[src/rtl/tt_um_qsn_inv_if.sv]
// Valid/ready block transfer channel used on both sides of the inverse QSN.
// The master drives data and valid; the slave returns ready.
interface tt_um_qsn_inv_if #(
    parameter int unsigned Width = 4
);
    logic [Width-1:0] data;
    logic             valid;
    logic             ready;

    modport master (
        output data,
        output valid,
        input  ready
    );

    modport slave (
        input  data,
        input  valid,
        output ready
    );
endinterface

[src/rtl/tt_um_qsn_inv.sv]
// Inverse quasi-cyclic shift network: pops the oldest forward-shift tag and
// re-aligns each returning block, with a registered valid/ready output stage.
module tt_um_qsn_inv #(
    parameter int unsigned LiftingFactor = 4,
    parameter int unsigned ShiftWidth    = 2,
    parameter int unsigned FifoDepth     = 4
) (
    input  logic                  clk,
    input  logic                  rst_n,
    input  logic                  ena,
    input  logic                  shift_push,
    input  logic [ShiftWidth-1:0] shift_in,
    tt_um_qsn_inv_if.slave        in_if,
    tt_um_qsn_inv_if.master       out_if,
    output logic [ShiftWidth:0]   fifo_level,
    output logic                  overflow,
    output logic [7:0]            block_count
);

    localparam int unsigned PtrW = (FifoDepth > 1) ? $clog2(FifoDepth) : 1;
    localparam logic [ShiftWidth:0] FullLevel = (ShiftWidth + 1)'(FifoDepth);

    logic [ShiftWidth-1:0]    tag_q [FifoDepth];
    logic [PtrW-1:0]          wr_ptr_q, wr_ptr_d;
    logic [PtrW-1:0]          rd_ptr_q, rd_ptr_d;
    logic [ShiftWidth:0]      level_q, level_d;
    logic                     overflow_q, overflow_d;
    logic [7:0]               count_q, count_d;
    logic [LiftingFactor-1:0] o_q, o_d;
    logic                     valid_q, valid_d;

    logic                     fifo_empty;
    logic                     fifo_full;
    logic                     in_ready;
    logic                     in_xfer;
    logic                     out_xfer;
    logic                     push_req;
    logic                     push_ok;
    logic [ShiftWidth-1:0]    head_tag;
    logic [LiftingFactor-1:0] derot;

    assign fifo_empty = (level_q == '0);
    assign fifo_full  = (level_q == FullLevel);
    assign head_tag   = tag_q[rd_ptr_q];

    // Depends only on registered state and out_ready, never on in_valid.
    assign in_ready = ena && !fifo_empty && (!valid_q || out_if.ready);
    assign in_xfer  = in_if.valid && in_ready;
    assign out_xfer = ena && valid_q && out_if.ready;
    assign push_req = ena && shift_push;
    assign push_ok  = push_req && (!fifo_full || in_xfer);

    // O[j] = I[(j - s) mod LiftingFactor], with the index wrapping in ShiftWidth bits.
    always_comb begin
        logic [ShiftWidth-1:0] src_idx;
        derot   = '0;
        src_idx = '0;
        for (int j = 0; j < LiftingFactor; j++) begin
            src_idx  = ShiftWidth'(j) - head_tag;
            derot[j] = in_if.data[src_idx];
        end
    end

    always_comb begin
        wr_ptr_d   = wr_ptr_q;
        rd_ptr_d   = rd_ptr_q;
        level_d    = level_q;
        overflow_d = overflow_q;
        count_d    = count_q;
        o_d        = o_q;
        valid_d    = valid_q;

        if (push_ok) begin
            wr_ptr_d = wr_ptr_q + 1'b1;
        end
        if (in_xfer) begin
            rd_ptr_d = rd_ptr_q + 1'b1;
        end

        unique case ({push_ok, in_xfer})
            2'b10:   level_d = level_q + 1'b1;
            2'b01:   level_d = level_q - 1'b1;
            default: level_d = level_q;
        endcase

        if (push_req && !push_ok) begin
            overflow_d = 1'b1;
        end

        if (out_xfer) begin
            count_d = count_q + 8'd1;
        end

        if (in_xfer) begin
            o_d     = derot;
            valid_d = 1'b1;
        end else if (out_xfer) begin
            valid_d = 1'b0;
        end
    end

    always_ff @(posedge clk or negedge rst_n) begin
        if (!rst_n) begin
            for (int i = 0; i < FifoDepth; i++) begin
                tag_q[i] <= '0;
            end
            wr_ptr_q   <= '0;
            rd_ptr_q   <= '0;
            level_q    <= '0;
            overflow_q <= 1'b0;
            count_q    <= '0;
            o_q        <= '0;
            valid_q    <= 1'b0;
        end else begin
            // On a full FIFO with a simultaneous pop, wr_ptr equals rd_ptr; the
            // head has already been read combinationally, so overwriting it is safe.
            if (push_ok) begin
                tag_q[wr_ptr_q] <= shift_in;
            end
            wr_ptr_q   <= wr_ptr_d;
            rd_ptr_q   <= rd_ptr_d;
            level_q    <= level_d;
            overflow_q <= overflow_d;
            count_q    <= count_d;
            o_q        <= o_d;
            valid_q    <= valid_d;
        end
    end

    assign in_if.ready  = in_ready;
    assign out_if.data  = o_q;
    assign out_if.valid = valid_q;
    assign fifo_level   = level_q;
    assign overflow     = overflow_q;
    assign block_count  = count_q;

endmodule

[src/flat_wrapper.sv]
// flat-port wrapper written by rule: the top's interface ports become plain ports
module tt_um_qsn_inv_flat 
#(
    parameter int unsigned LiftingFactor = 4,
    parameter int unsigned ShiftWidth    = 2,
    parameter int unsigned FifoDepth     = 4
)
  (clk, rst_n, ena, shift_push, shift_in, fifo_level, overflow, block_count, in_if_data, in_if_valid, in_if_ready, out_if_data, out_if_valid, out_if_ready);
  tt_um_qsn_inv_if #(.Width((4))) in_if_i ();
  tt_um_qsn_inv_if #(.Width((4))) out_if_i ();
  input  logic clk;
  input  logic rst_n;
  input  logic ena;
  input  logic shift_push;
  input  logic [ShiftWidth-1:0] shift_in;
  output logic [ShiftWidth:0] fifo_level;
  output logic overflow;
  output logic [7:0] block_count;
  input wire logic [$bits(in_if_i.data)-1:0] in_if_data;
  input wire logic [$bits(in_if_i.valid)-1:0] in_if_valid;
  output wire logic [$bits(in_if_i.ready)-1:0] in_if_ready;
  output wire logic [$bits(out_if_i.data)-1:0] out_if_data;
  output wire logic [$bits(out_if_i.valid)-1:0] out_if_valid;
  input wire logic [$bits(out_if_i.ready)-1:0] out_if_ready;
  assign in_if_i.data = in_if_data;
  assign in_if_i.valid = in_if_valid;
  assign in_if_ready = in_if_i.ready;
  assign out_if_data = out_if_i.data;
  assign out_if_valid = out_if_i.valid;
  assign out_if_i.ready = out_if_ready;
  tt_um_qsn_inv #(.LiftingFactor(LiftingFactor), .ShiftWidth(ShiftWidth), .FifoDepth(FifoDepth)) u_core (.clk(clk), .rst_n(rst_n), .ena(ena), .shift_push(shift_push), .shift_in(shift_in), .in_if(in_if_i), .out_if(out_if_i), .fifo_level(fifo_level), .overflow(overflow), .block_count(block_count));
endmodule
[config.mk]
export PLATFORM = sky130hd
export DESIGN_NAME = tt_um_qsn_inv_flat
export DESIGN_NICKNAME = d
export VERILOG_FILES = /design/src/rtl/tt_um_qsn_inv_if.sv /design/src/rtl/tt_um_qsn_inv.sv /design/src/flat_wrapper.sv
export SDC_FILE = /design/constraint.sdc
export NUM_CORES = 1
export LEC_CHECK = 0
export BUFFER_PORTS_ARGS = -buffer_cell sky130_fd_sc_hd__buf_2
export CORE_ASPECT_RATIO = 1.5
export CORE_MARGIN = 4
export CORE_UTILIZATION = 40
export CTS_BUF_LIST = sky130_fd_sc_hd__clkbuf_2
export DETAILED_ROUTE_END_ITERATION = 16
export MAX_ROUTING_LAYER = met4
export PLACE_DENSITY = 0.71
export SYNTH_ARGS = -nofsm -noshare
export SYNTH_HDL_FRONTEND = slang
export SYNTH_SLANG_ARGS = --single-unit
[constraint.sdc]
create_clock -name clk -period 7.37 [get_ports clk]
set_clock_uncertainty 0.1 [all_clocks]
set_input_delay 0.737 -clock clk [delete_from_list [all_inputs] [get_ports clk]]
set_output_delay 0.737 -clock clk [all_outputs]
set_load 0.005 [all_outputs]
==> results.toml, run 1 <==
[outcome]
status = "finished, final reports clean"

[logic_synthesis]
netlist.area_leader.share_pct = 50.7
synthesis.nets = 128
ys_ff_latch = 29
ys_types = 26
synth_cells = 109
ys.flop_type = "dfrtp_1"
yosysWarnings = 0
synthTopCellsByArea = "dfrtp_1 51%, mux2_2 9.4%, xnor2_1 6.1%"
ys_seq_area_share_pct = 50.7
synth-async-reset-ratio_pct = 100
syn-cell-area_sq_mm = 0.00143
avgSynthCellArea_sq_um = 13.1
synth-edff-count = 0
synth.largest_area_cell = "dfrtp_1"

[clock_network]
cts-root-buf = "clkbuf_2"
clock_path_buffers = 2
cts_setup_buffers = 0
cts_tree = "built"
clk_pin_slew_worst_paths_ps = 150
cts_hold_buf = 0
postCtsResizedCells = 0
cts-buffers-inserted = 5
cts.sinks = 29
htreeDepth = 2
clock_latency_ps = 360

[pwr]
max-vdd-ir-drop_mv = 0.195
power_uw = 641
p_leak_nw = 0.794
powerDensity_mw_per_mm2 = 386

[sta]
tightest_slew_ps = 650
fmax_ghz = 0.381
rsz0062_at_grt = "no"
relSlewSlack_pct = 56.6
maxSlewViolCount = 0
min_period_ps = 2620
hold_violations = 0
layout_setup_ws_ps = 4750
totalNegativeSetupSlack_ps = 0
hold-worst-slack_ps = 278
setup_viol_count_final = 0
timing.final.crit_share_pct = 35.6

[placed_design]
hpwl_um = 2050
pre_cts_slack_ps = 4460
place_inst = 177
gp_congestion = 0.809
portBuffers = 29

[setup_path]
arrival_ps = 2820
cp-end-kind = "flop"
cp_cell_sequence = "or2_2, a311o_1, nor2b_1, inv_1, ha_1, inv_1, fa_1, xor2_1, nor2_1, xnor2_1"
reg2regPathDepth = 10
critical_path_class = "flop to flop"
timing.critical_path.required_ps = 7570
slowest_stage = "dfrtp_1"
cp.depth = 10
cp_num_buf_inv = 2
critPathMaxFanout = 6
cpPeakStageDelay_ps = 450
start_kind = "flop"
crit_path_frequent_cell = "inv_1"
critPathTopFamily = "simple AND/OR/NAND/NOR gates"

[routing]
viasPerCell = 5.29
drt-met1-wl_um = 1030
vias = 978
ant_nets = 0
wl_per_cell_um = 14.7
topRoutingLayerUsed = "met4"
drt_pre_antenna_iters = 4
wl_met3_um = 220
drc = 0
routed_wl_um = 2720
drt_iter0_drc = 28
wl_met2_um = 1370

[finish]
ff_latch_area_sq_um = 726
syn_to_final_growth_pct = 15.8
final_cells = 185
final_nets = 161
drive_above_1_share_pct = 38.5
multi_input_area_sq_um = 669
diodes = 0
n_fill_cell = 329
layout_common_cells = "29 x buf_2, 29 x dfrtp_1, 12 x mux2_2"

[min_path]
worstHoldPathType = "input port to async pin"

[floorplanning]
core_area_sq_mm = 0.00342
rows = 26
die_h_um = 81.3
io-pin-count = 30
start_util_pct = 41.9
die_x_um = 56.9
die-area_sq_mm = 0.00462

[global_routing]
antenna_found_initial = 0
grt_usage_pct = 13.7
grt_pass1_vias = 1021
grt_max_degree = 30
gr-total-overflow = 0
grt_pass1_wl_um = 4550

[flow_run]
drv_cap = 0
registers in the layout (all words and copies together), names as in the netlist:
register,count
u_core.block_count,8
u_core.fifo_level,3
u_core.out_if.data,4
u_core.out_if.valid,1
u_core.overflow,1
u_core.rd_ptr_q,2
u_core.tag_q,8
u_core.wr_ptr_q,2
layout make-up:
cell class	instances	share of cell area, %
multi-input cells	70	40.3
repair buffers	29	8.75
well taps	42	3.17
clock buffers	8	2.41
flip-flops and latches	29	43.7
inverters	7	1.58
cells by family after synthesis:
family                     count (synthesis)  share of synthesized area, %
AOI/OAI and AO/OA                          7                          4.80
xor gates and xnor gates                  14                          8.56
adders and majority gates                  7                          6.64
buffers and inverters                     10                          2.62
DFF                                       29                          50.7
muxes                                     19                          18.1
and+or+nand+nor                           23                          8.65
per-layer routing:
| metal | GRT usage [%] | up-vias |
|---|---|---|
| met4 | 8.82 | 0 |
| met5 | - | - |
| li1 | - | 456 |
| met2 | 23.0 | 37 |
| met3 | 5.72 | 10 |
| met1 | 12.7 | 475 |
where the power goes:
group          internal, mW  total [mW]  switching, mW  leakage [nW]
sequential            0.229       0.283         0.0547         0.350
combinational         0.157       0.276          0.119         0.411
clock                0.0280      0.0815         0.0535        0.0332
total                 0.414       0.641          0.227         0.794
path summary, 6_finish.rpt:
path,from,end,slack [ps]
worst min-delay path,rst_n,u_core.fifo_level[1],280
max in group asynchronous,rst_n,u_core.block_count[5],6460
min in group clk,u_core.block_count[7],u_core.block_count[7],390
worst max-delay path,u_core.fifo_level[0],u_core.fifo_level[2],4750
worst min register to register,u_core.block_count[7],u_core.block_count[7],390
worst max register to register,u_core.fifo_level[0],u_core.fifo_level[2],4750
synthesized netlist by cell type, types with 2 or more instances:
master    count
and3_1        2
clkbuf_1      3
dfrtp_1      29
ha_1          6
inv_1         7
mux2_2       12
mux2i_1       3
mux4_2        3
nand2_1       6
nand3_1       4
nand4_1       6
o221a_2       2
xnor2_1      10
xor2_1        4
metrics by stage:
step	utilization, %	area [sq um]
2_1_floorplan	-	1430
3_3_place_gp	47.4	1620
3_5_place_dp	47.4	1620
4_1_cts	48.6	1660
5_1_grt	48.6	1660
6_report	48.6	1660
worst register-to-register path: cells and delay by family (launching register included):
kind / cells / cell delay [ps]
AO/OA/AOI/OAI: 1 / 400
AND/OR/NAND/NOR: 3 / 660
buffers and inverters: 2 / 130
adder cells (fa/ha/maj): 2 / 550
flip-flops: 1 / 450
XOR/XNOR: 2 / 280
Power figures use the tool's default switching activity.
==> inputs of run 2 (changes only) <==
--- a/config.mk
+++ b/config.mk
@@ -12,7 +12,7 @@
 export CTS_BUF_LIST = sky130_fd_sc_hd__clkbuf_2
 export DETAILED_ROUTE_END_ITERATION = 16
 export MAX_ROUTING_LAYER = met4
-export PLACE_DENSITY = 0.71
+export PLACE_DENSITY = 0.74
 export SYNTH_ARGS = -nofsm -noshare
 export SYNTH_HDL_FRONTEND = slang
 export SYNTH_SLANG_ARGS = --single-unit
==> constraint.sdc (replaced) <==
create_clock -name clk -period 2.15 [get_ports clk]
set_clock_uncertainty 0.1 [all_clocks]
set_input_delay 0.215 -clock clk [delete_from_list [all_inputs] [get_ports clk]]
set_output_delay 0.215 -clock clk [all_outputs]
set_load 0.005 [all_outputs]
==> results.toml, run 2 (synthesized netlist as in run 1, its figures left out) <==
[setup_path]
timing.rr.start = "u_core.fifo_level[1]"
cp-startpoint = "u_core.fifo_level[1]"
arrival_ps = 2380
reg2regPathDepth = 10
critPathMaxFanout = 2
rrSetupSlack_ps = -50
critical_path_class = "flop to flop"
start_kind = "flop"
timing.critical_path.required_ps = 2330
rr_endpoint = "u_core.fifo_level[2]"
cp-end-kind = "flop"

[clock_network]
clock_latency_ps = 350
htreeDepth = 2
clk_pin_slew_worst_paths_ps = 130
cts-root-buf = "clkbuf_2"
cts.sinks = 29
cts-buffers-inserted = 5
clock_path_buffers = 2
cts_tree = "built"

[global_routing]
grt_pass1_vias = 1026
grt_pass1_wl_um = 4550
gr-total-overflow = 0
antenna_found_initial = 0
grt_max_degree = 30
grt_usage_pct = 13.4

[pwr]
p_leak_nw = 0.872
power_mw = 2.31
powerDensity_mw_per_mm2 = 1280
max-vdd-ir-drop_mv = 0.574

[routing]
wl_met3_um = 143
viasPerCell = 5.12
wl_met2_um = 1550
drc = 0
drt_pre_antenna_iters = 4
vias = 1023
wl_per_cell_um = 13.9
drt_iter0_drc = 15
topRoutingLayerUsed = "met4"
ant_nets = 0
routed_wl_um = 2780
drt-met1-wl_um = 1010

[sta]
rsz0062_at_grt = "yes"
maxSlewViolCount = 0
min_period_ps = 2200
totalNegativeSetupSlack_ps = -47.6
fmax_ghz = 0.455
layout_setup_ws_ps = -47.6
relSlewSlack_pct = 57.9
tightest_slew_ps = 631
setup_viol_count_final = 1
hold_violations = 0
timing.final.crit_share_pct = 102
hold-worst-slack_ps = 56.4

[floorplanning]
start_util_pct = 41.9
die_h_um = 81.3
die_x_um = 56.9
core_area_sq_mm = 0.00342
die-area_sq_mm = 0.00462
io-pin-count = 30
rows = 26

[finish]
drive_above_1_share_pct = 44.9
diodes = 0
design_area_sq_mm = 0.00181
fin_util_pct = 52.9
final_cells = 200
layout_common_cells = "29 x buf_2, 29 x dfrtp_1, 13 x buf_4"
syn_to_final_growth_pct = 26.0
final_nets = 177

[placed_design]
portBuffers = 29
pre_cts_slack_ps = -93.5
gp_congestion = 0.804
place_inst = 187
hpwl_um = 2140
post_dp_cell_area_sq_mm = 0.00171

[min_path]
hold_depth = 3
holdPathEnd = "u_core.out_if.valid"
worstHoldPathType = "input port to flop"
hold_start = "out_if_ready"

[outcome]
failed_checks = "negative setup slack"
status = "finished, violations left"

[flow_run]
drv_cap = 0
[run 2: cell types whose count changed in the layout (fill, tap and decap cells not counted), moves of 2 or more]
cell / change
clkbuf_2: -2
inv_1: -2
inv_2: +2
buf_4: +13
dlygate4sd3_1: +3
[run 2: what timing repair did]
| action | in CTS | in global routing |
|---|---|---|
| pin swaps | 1 | 0 |
| hold endpoints to repair | 29 | 2 |
| hold buffers | 1 | 2 |
| resized for setup | 2 | 0 |
| setup endpoints to repair | 1 | 2 |
| buffers inserted | 0 | 3 |
[run 2: power breakdown]
group	internal, mW	switching (mW)	total [mW]
registers	0.785	0.176	0.961
logic	0.642	0.462	1.10
clock network	0.0758	0.171	0.247
total	1.50	0.809	2.31
[run 2: layer usage]
layer  vias up  GRT usage, %
met5         -             -
met3         9          5.09
met1       503          13.1
li1        485             -
met2        26          23.0
met4         0          6.96
[run 2: layout make-up]
| class | count | area [sq um] |
|---|---|---|
| multi-input cells | 70 | 694 |
| flip-flops and latches | 29 | 726 |
| clock buffers | 6 | 30.0 |
| fillers | 316 | 1610 |
| repair buffers | 45 | 273 |
| well taps | 42 | 52.6 |
| inverters | 7 | 26.3 |
| clock inverters | 1 | 3.75 |
[run 2: critical path, cell delays in order (launching register included)]
cell	delay, ps
dfrtp_1	410
or2_4	250
a311o_1	290
nor2b_4	140
inv_2	60
ha_4	130
inv_2	30
fa_2	320
xor2_1	140
nor2_1	120
xnor2_1	130
[run 2: worst max path at each step]
stage / cells after the start / slack (ps) / to
after global routing: 10 / -150 / u_core.fifo_level[2]
after CTS: 10 / -80 / u_core.fifo_level[2]
after floorplan: 10 / -110 / u_core.fifo_level[2]
final: 10 / -50 / u_core.fifo_level[2]
after global placement: 10 / -4 / u_core.fifo_level[2]
after detailed placement: 10 / -90 / u_core.fifo_level[2]
